<file path="src/rtl/eep_resp.sv">
// eep_resp: calibration EEPROM responder holding four 14-bit words.
// Reads complete in one cycle from IDLE. A write is committed only after
// the charge pump has been held high for PUMP_CYC consecutive cycles.
module eep_resp #(
    parameter int unsigned PUMP_CYC = 3,
    parameter int unsigned TMO_CYC  = 8,
    parameter logic [13:0] INIT0    = 14'h0000,
    parameter logic [13:0] INIT1    = 14'h0000,
    parameter logic [13:0] INIT2    = 14'h0000,
    parameter logic [13:0] INIT3    = 14'h0000
) (
    input  logic        clk,
    input  logic        rst,
    input  logic        eep_cs_n,
    input  logic        eep_r_w_n,
    input  logic [1:0]  eep_addr,
    input  logic [13:0] eep_wr_data,
    input  logic        chrg_pmp_en,
    output logic [13:0] eep_rd_data,
    output logic        busy,
    output logic        wr_done,
    output logic        wr_err
);

    localparam int unsigned PW = $clog2(PUMP_CYC + 1);
    localparam int unsigned TW = $clog2(TMO_CYC + 1);

    localparam logic [PW-1:0] PCNT_LAST = PW'(PUMP_CYC - 1);
    localparam logic [PW-1:0] PCNT_MAX  = '1;
    localparam logic [TW-1:0] TCNT_LAST = TW'(TMO_CYC - 1);
    localparam logic [TW-1:0] TCNT_MAX  = '1;

    typedef enum logic [1:0] {
        IDLE,
        PUMP,
        COMMIT,
        REL
    } state_t;

    state_t        state;
    state_t        state_nxt;
    logic [PW-1:0] pcnt;
    logic [PW-1:0] pcnt_nxt;
    logic [TW-1:0] tcnt;
    logic [TW-1:0] tcnt_nxt;
    logic [1:0]    wa;
    logic [13:0]   wd;
    logic          latch_req;
    logic          err_nxt;
    logic [13:0]   mem [4];

    // Next-state logic: write request, pump counting, timeout and aborts
    always_comb begin
        state_nxt = state;
        pcnt_nxt  = pcnt;
        tcnt_nxt  = tcnt;
        latch_req = 1'b0;
        err_nxt   = 1'b0;
        case (state)
            IDLE: begin
                if (!eep_cs_n && !eep_r_w_n) begin
                    latch_req = 1'b1;
                    pcnt_nxt  = '0;
                    tcnt_nxt  = '0;
                    state_nxt = PUMP;
                end
            end
            PUMP: begin
                if (eep_cs_n || eep_r_w_n) begin
                    err_nxt   = 1'b1;
                    state_nxt = REL;
                end else if (chrg_pmp_en) begin
                    if (pcnt != PCNT_MAX) begin
                        pcnt_nxt = pcnt + PW'(1);
                    end
                    if (pcnt == PCNT_LAST) begin
                        state_nxt = COMMIT;
                    end
                end else if (pcnt != '0) begin
                    err_nxt   = 1'b1;
                    state_nxt = REL;
                end else begin
                    if (tcnt != TCNT_MAX) begin
                        tcnt_nxt = tcnt + TW'(1);
                    end
                    if (tcnt == TCNT_LAST) begin
                        err_nxt   = 1'b1;
                        state_nxt = REL;
                    end
                end
            end
            COMMIT: begin
                state_nxt = REL;
            end
            REL: begin
                if (eep_cs_n) begin
                    state_nxt = IDLE;
                end
            end
            default: begin
                state_nxt = IDLE;
            end
        endcase
    end

    // Control registers: state, counters, latched request and status pulses
    always_ff @(posedge clk) begin
        if (rst) begin
            state   <= IDLE;
            pcnt    <= '0;
            tcnt    <= '0;
            wa      <= '0;
            wd      <= '0;
            busy    <= 1'b0;
            wr_done <= 1'b0;
            wr_err  <= 1'b0;
        end else begin
            state   <= state_nxt;
            pcnt    <= pcnt_nxt;
            tcnt    <= tcnt_nxt;
            busy    <= (state_nxt != IDLE);
            wr_done <= (state_nxt == COMMIT);
            wr_err  <= err_nxt;
            if (latch_req) begin
                wa <= eep_addr;
                wd <= eep_wr_data;
            end
        end
    end

    // Storage array and registered read port; reads are served only from IDLE
    always_ff @(posedge clk) begin
        if (rst) begin
            mem[0]      <= INIT0;
            mem[1]      <= INIT1;
            mem[2]      <= INIT2;
            mem[3]      <= INIT3;
            eep_rd_data <= '0;
        end else begin
            if (state == COMMIT) begin
                mem[wa] <= wd;
            end
            if (state == IDLE && !eep_cs_n && eep_r_w_n) begin
                eep_rd_data <= mem[eep_addr];
            end
        end
    end

endmodule

</file>
<file path="config.mk">
export PLATFORM = sky130hd
export DESIGN_NAME = eep_resp
export DESIGN_NICKNAME = d
export VERILOG_FILES = /design/src/rtl/eep_resp.sv
export SDC_FILE = /design/constraint.sdc
export NUM_CORES = 1
export LEC_CHECK = 0
export ABC_AREA = 0
export BUFFER_PORTS_ARGS = -buffer_cell sky130_fd_sc_hd__buf_2
export CORE_MARGIN = 8
export CORE_UTILIZATION = 40
export CTS_BUF_LIST = sky130_fd_sc_hd__clkbuf_16
export DETAILED_ROUTE_END_ITERATION = 8
export GPL_ROUTABILITY_DRIVEN = 0
export PLACE_DENSITY = 0.61
export SKIP_LAST_GASP = 1
export SLEW_MARGIN = 5
export SYNTH_ARGS = -nofsm -noshare
export SYNTH_HDL_FRONTEND = slang
export SYNTH_SLANG_ARGS = --single-unit
</file>
<file path="constraint.sdc">
create_clock -name clk -period 3.2 [get_ports clk]
set_input_delay 0.16 -clock clk [delete_from_list [all_inputs] [get_ports clk]]
set_output_delay 0.16 -clock clk [all_outputs]
set_load 0.02 [all_outputs]
</file>
* After elaboration in Yosys (flattened, before gate mapping) *
Memories as Yosys holds them, arrays and structs flattened. A register that Yosys moved wholly into a read port is not among the register bits.
Index checks and enable logic that the tools add are counted.

word-level totals
  latch bits = 0
  word-level logic and storage cells = 74
  output and inout bits = 17
  memories = 1
  bits in registers = 27
  ROM bits = 0
  memory bits (writable) = 56
  input bits = 21

memory list
  memory  depth  bits a word  read ports  clocked after Yosys merged registers in  wr ports  RTL line  text
  mem     4      14           1           1                                        4         50        logic [13:0] mem [4];

cells by class
  add/sub/neg operators = 2
  equality and inequality tests = 15
  div/mod/pow operators = 0
  bitwise operators = 1
  multiply operators = 0
  shifts and indexed selects = 0
  $lt $le $gt $ge = 0
  muxes and demuxes = 33
  reduce and logical (&&, ||, !) cells = 14

operators by type and width
  cell                   count
  $mux W2                12
  $mux W4                5
  $ne A2 B2 Y1 const B   8
  $mux W14               1
  $reduce_or A14 Y1      1
  $mux W1                12
  $eq A2 B2 Y1 const B   4
  $pmux W2 S4            1
  $pmux W4 S2            1
  $reduce_and A6 Y1      1
  $reduce_bool A2 Y1     3
  $reduce_and A5 Y1      1
  $add A4 B1 Y4 const B  1
  $eq A4 B3 Y1 const B   1
  $ne A4 B4 Y1 const B   1
  $pmux W2 S2            1
  $logic_and A1 B1 Y1    3
  $add A2 B1 Y2 const B  1
  $eq A2 B1 Y1 const B   1
  $logic_not A1 Y1       2
  $logic_not A2 Y1       1
  $reduce_or A2 Y1       1
  $logic_or A1 B1 Y1     1
  $not A1 Y1             1

* Logic depth before layout (Yosys ltp) *
  word-level depth = 7
  mapped depth = 6
  mapped depth without buffers = 6

* Worst setup path before layout *
No wires, ideal clock.

  kind = register to register
  start = reg state[1]
  end = mem mem[0][0] (enable)
  path buffers = 0
  data required time = 2.872 ns
  setup time = 0.328 ns
  path slack = 1.616 ns
  period minus slack after synthesis = 1.584 ns
  data arrival time = 1.256 ns
  stages on the path, launching flop included = 4
  cell sequence = dfxtp_1 -> nor3b_4 -> nor3b_1 -> or2_2

RTL lines
  what                    RTL line  text
  start, declared         40        state_t state;
  start signal, assigned  118       state <= state_nxt;
  end, declared           50

==> impl_metrics.json <==
{
  "status": "complete, no violations",
  "period_minus_slack_ps": 2390,
  "fin_crit_sh": 0.748,
  "cts-root-buf": "clkbuf_16",
  "grt_pass1_vias": 2532,
  "start_util": 0.413,
  "postCtsSetupBuffers": 0,
  "slew_headroom": 0.533,
  "cts.clk_slew.worst_paths_ps": 70,
  "area_delta_synth_final_pct": 14.9,
  "gr-total-overflow": 0,
  "drt_drc_violations_left": 0,
  "report.final.hold_viol_count": 0,
  "grt_pass1_wl_um": 13600,
  "yosysSeqAreaShare": 0.620,
  "numPlacedInstances": 469,
  "clockBufferDepth": 2,
  "hold_class": "primary input to register",
  "synth-adder-area-share": 0.0124,
  "finClkSkew_ps": 6.08,
  "ant_nets": 0,
  "synth.net_count": 338,
  "core_mm2": 0.00977,
  "nets": 372,
  "post_drt_wl_per_cell_um": 17.2,
  "insertion_delay_ps": 330,
  "die_w_um": 116,
  "portBuffers": 37,
  "rsz0062_at_grt": "false",
  "drv_cap": 0,
  "syn-mean-instance-area_um2": 12.9,
  "vdd_drop_max_uv": 309,
  "firstDrtPassIters": 4,
  "pin_count": 38,
  "power_mw": 2.74,
  "antenna_found_initial": 0,
  "finalWirelength_um": 8320,
  "synthXorXnorAreaFrac": 0,
  "fmax_ghz": 0.418,
  "dieArea_mm2": 0.0136,
  "tritoncts": "done",
  "drt-initial-drc-count": 176,
  "synth_simple_gate_area_frac": 0.176,
  "synthCells": 313,
  "dr_total_vias": 2452,
  "fin_cells": 485,
  "n_antenna_cell": 0,
  "cts_made_buffers": 9,
  "synth_compound_area_frac": 0.0815,
  "worst_slew_pin_slew_ps": 700,
  "clock_sinks": 97,
  "final_cell_mix": "and2_1, edfxtp_1, dfxtp_1, nand2_1, buf_2",
  "drt-vias-per-instance": 5.06,
  "synth_area_mm2": 0.00404,
  "crit_type": "register to register",
  "synth_top_family_by_area": "simple AND/OR/NAND/NOR gates",
  "synthMuxAreaShare": 0.0834,
  "critPathMaxFanout": 17,
  "cts_hold_buf": 0,
  "setup_tns_ps": 0,
  "cp-end-kind": "register",
  "post_cts_resized": 0,
  "yosys_warnings": 0,
  "drive_above_1_share": 0.224,
  "setup_viol": 0,
  "critical_path.startpoint_type": "register",
  "slew_viol_final": 0,
  "ys_ff_latch": 97,
  "grt_max_degree": 34,
  "h-tree-depth": 3,
  "required_ps": 3200,
  "grtUsageTotal": 0.134,
  "p_leak_nw": 1.78,
  "worst_ep_arrival_time_ps": 2400,
  "ys_types": 41,
  "rows": 36,
  "die_height_um": 116,
  "p_per_area_mw_per_mm2": 590,
  "dp_hpwl_um": 5900
}
[per-stage QoR]
step,utilization,instance area [um^2],hold WS (ps),worst slack [ps]
after floorplan,-,4040,296,1620
after global placement,0.442,4320,407,913
after detailed placement,0.442,4320,409,817
after CTS,0.475,4640,50.5,800
after global routing,0.475,4640,72.3,553
final,0.475,4640,58.4,805
[synth_stat cells (all sizes together)]
| cell | instances | share of area |
|---|---|---|
| nor4 | 1 | 0.0016 |
| a31oi | 2 | 0.0031 |
| or4 | 1 | 0.0019 |
| mux4 | 14 | 0.078 |
| and3b | 2 | 0.0043 |
| clkbuf | 9 | 0.0087 |
| a2111o | 1 | 0.0028 |
| nand2 | 37 | 0.034 |
| a22o | 15 | 0.033 |
| edfxtp | 56 | 0.42 |
| buf | 7 | 0.012 |
| or3 | 1 | 0.0028 |
| nor3 | 3 | 0.0065 |
| nor2b | 1 | 0.0016 |
| o21ba | 1 | 0.0025 |
| o211ai | 1 | 0.0019 |
| nand4 | 2 | 0.0031 |
| or2 | 4 | 0.0062 |
| mux2i | 1 | 0.0025 |
| dfxtp | 41 | 0.20 |
| nor2 | 8 | 0.0074 |
| a21oi | 22 | 0.027 |
| o21ai | 2 | 0.0025 |
| and2 | 56 | 0.087 |
| a41o | 1 | 0.0025 |
| nor3b | 2 | 0.0065 |
| and4bb | 1 | 0.0031 |
| inv | 7 | 0.0065 |
| mux2 | 1 | 0.0028 |
| and3 | 1 | 0.0016 |
| o31a | 1 | 0.0022 |
| nand2b | 3 | 0.0046 |
| ha | 4 | 0.012 |
| nand4b | 1 | 0.0022 |
| a311oi | 2 | 0.0043 |
| nand3 | 1 | 0.0012 |
[critical path: stages, from the launching register on]
cell and delay [ps]:
dfxtp_1 560, nor3b_4 600, and3b_1 490, or2_2 400
[layer usage]
layer / track usage / vias to the layer above / part of all wire
met5: 0 / - / 0
met4: 0.0467 / 0 / 0.0099
met3: 0.0352 / 6 / 0.049
met2: 0.220 / 39 / 0.49
met1: 0.166 / 1205 / 0.45
li1: - / 1202 / -
[where the power goes]
part | internal [mW] | leakage (nW) | switching, mW
clock network | 0.685 | 0.155 | 0.461
registers | 1.37 | 0.913 | 0.0385
logic | 0.0739 | 0.711 | 0.109
[kinds of logic (layout without fill, tap and decap cells)]
family	Yosys count	count (layout)
flops	97	97
buf+inv	23	62
simple gates	125	125
compound gates	48	48
mux	16	16
fa+ha+maj	4	4
[area by class of cell]
type | count | area (um^2)
fill | 869 | 5130
timing repair buffer | 39 | 200
tap | 133 | 166
sequential | 97 | 2500
clock buffer | 9 | 225
inverter | 7 | 26.3
multi-input combinational | 193 | 1430
clock inverter | 7 | 95.1
[flip-flops by register name (all words and copies together) (netlist names)]
name         count
busy             1
eep_rd_data     14
mem             56
pcnt             2
state            2
tcnt             4
wa               2
wd              14
wr_done          1
wr_err           1
[path summary, 6_finish.rpt]
check	from	to	slack, ps	cells after the start
worst min register to register	eep_rd_data[6]	eep_rd_data[6]	470	1
worst max-delay path	state[1]	mem[1][3]	810	3
worst max register to register	state[1]	mem[1][3]	810	3
worst min-delay path	eep_wr_data[12]	wd[12]	60	3
Note: power is estimated with default switching activity, not from simulation.
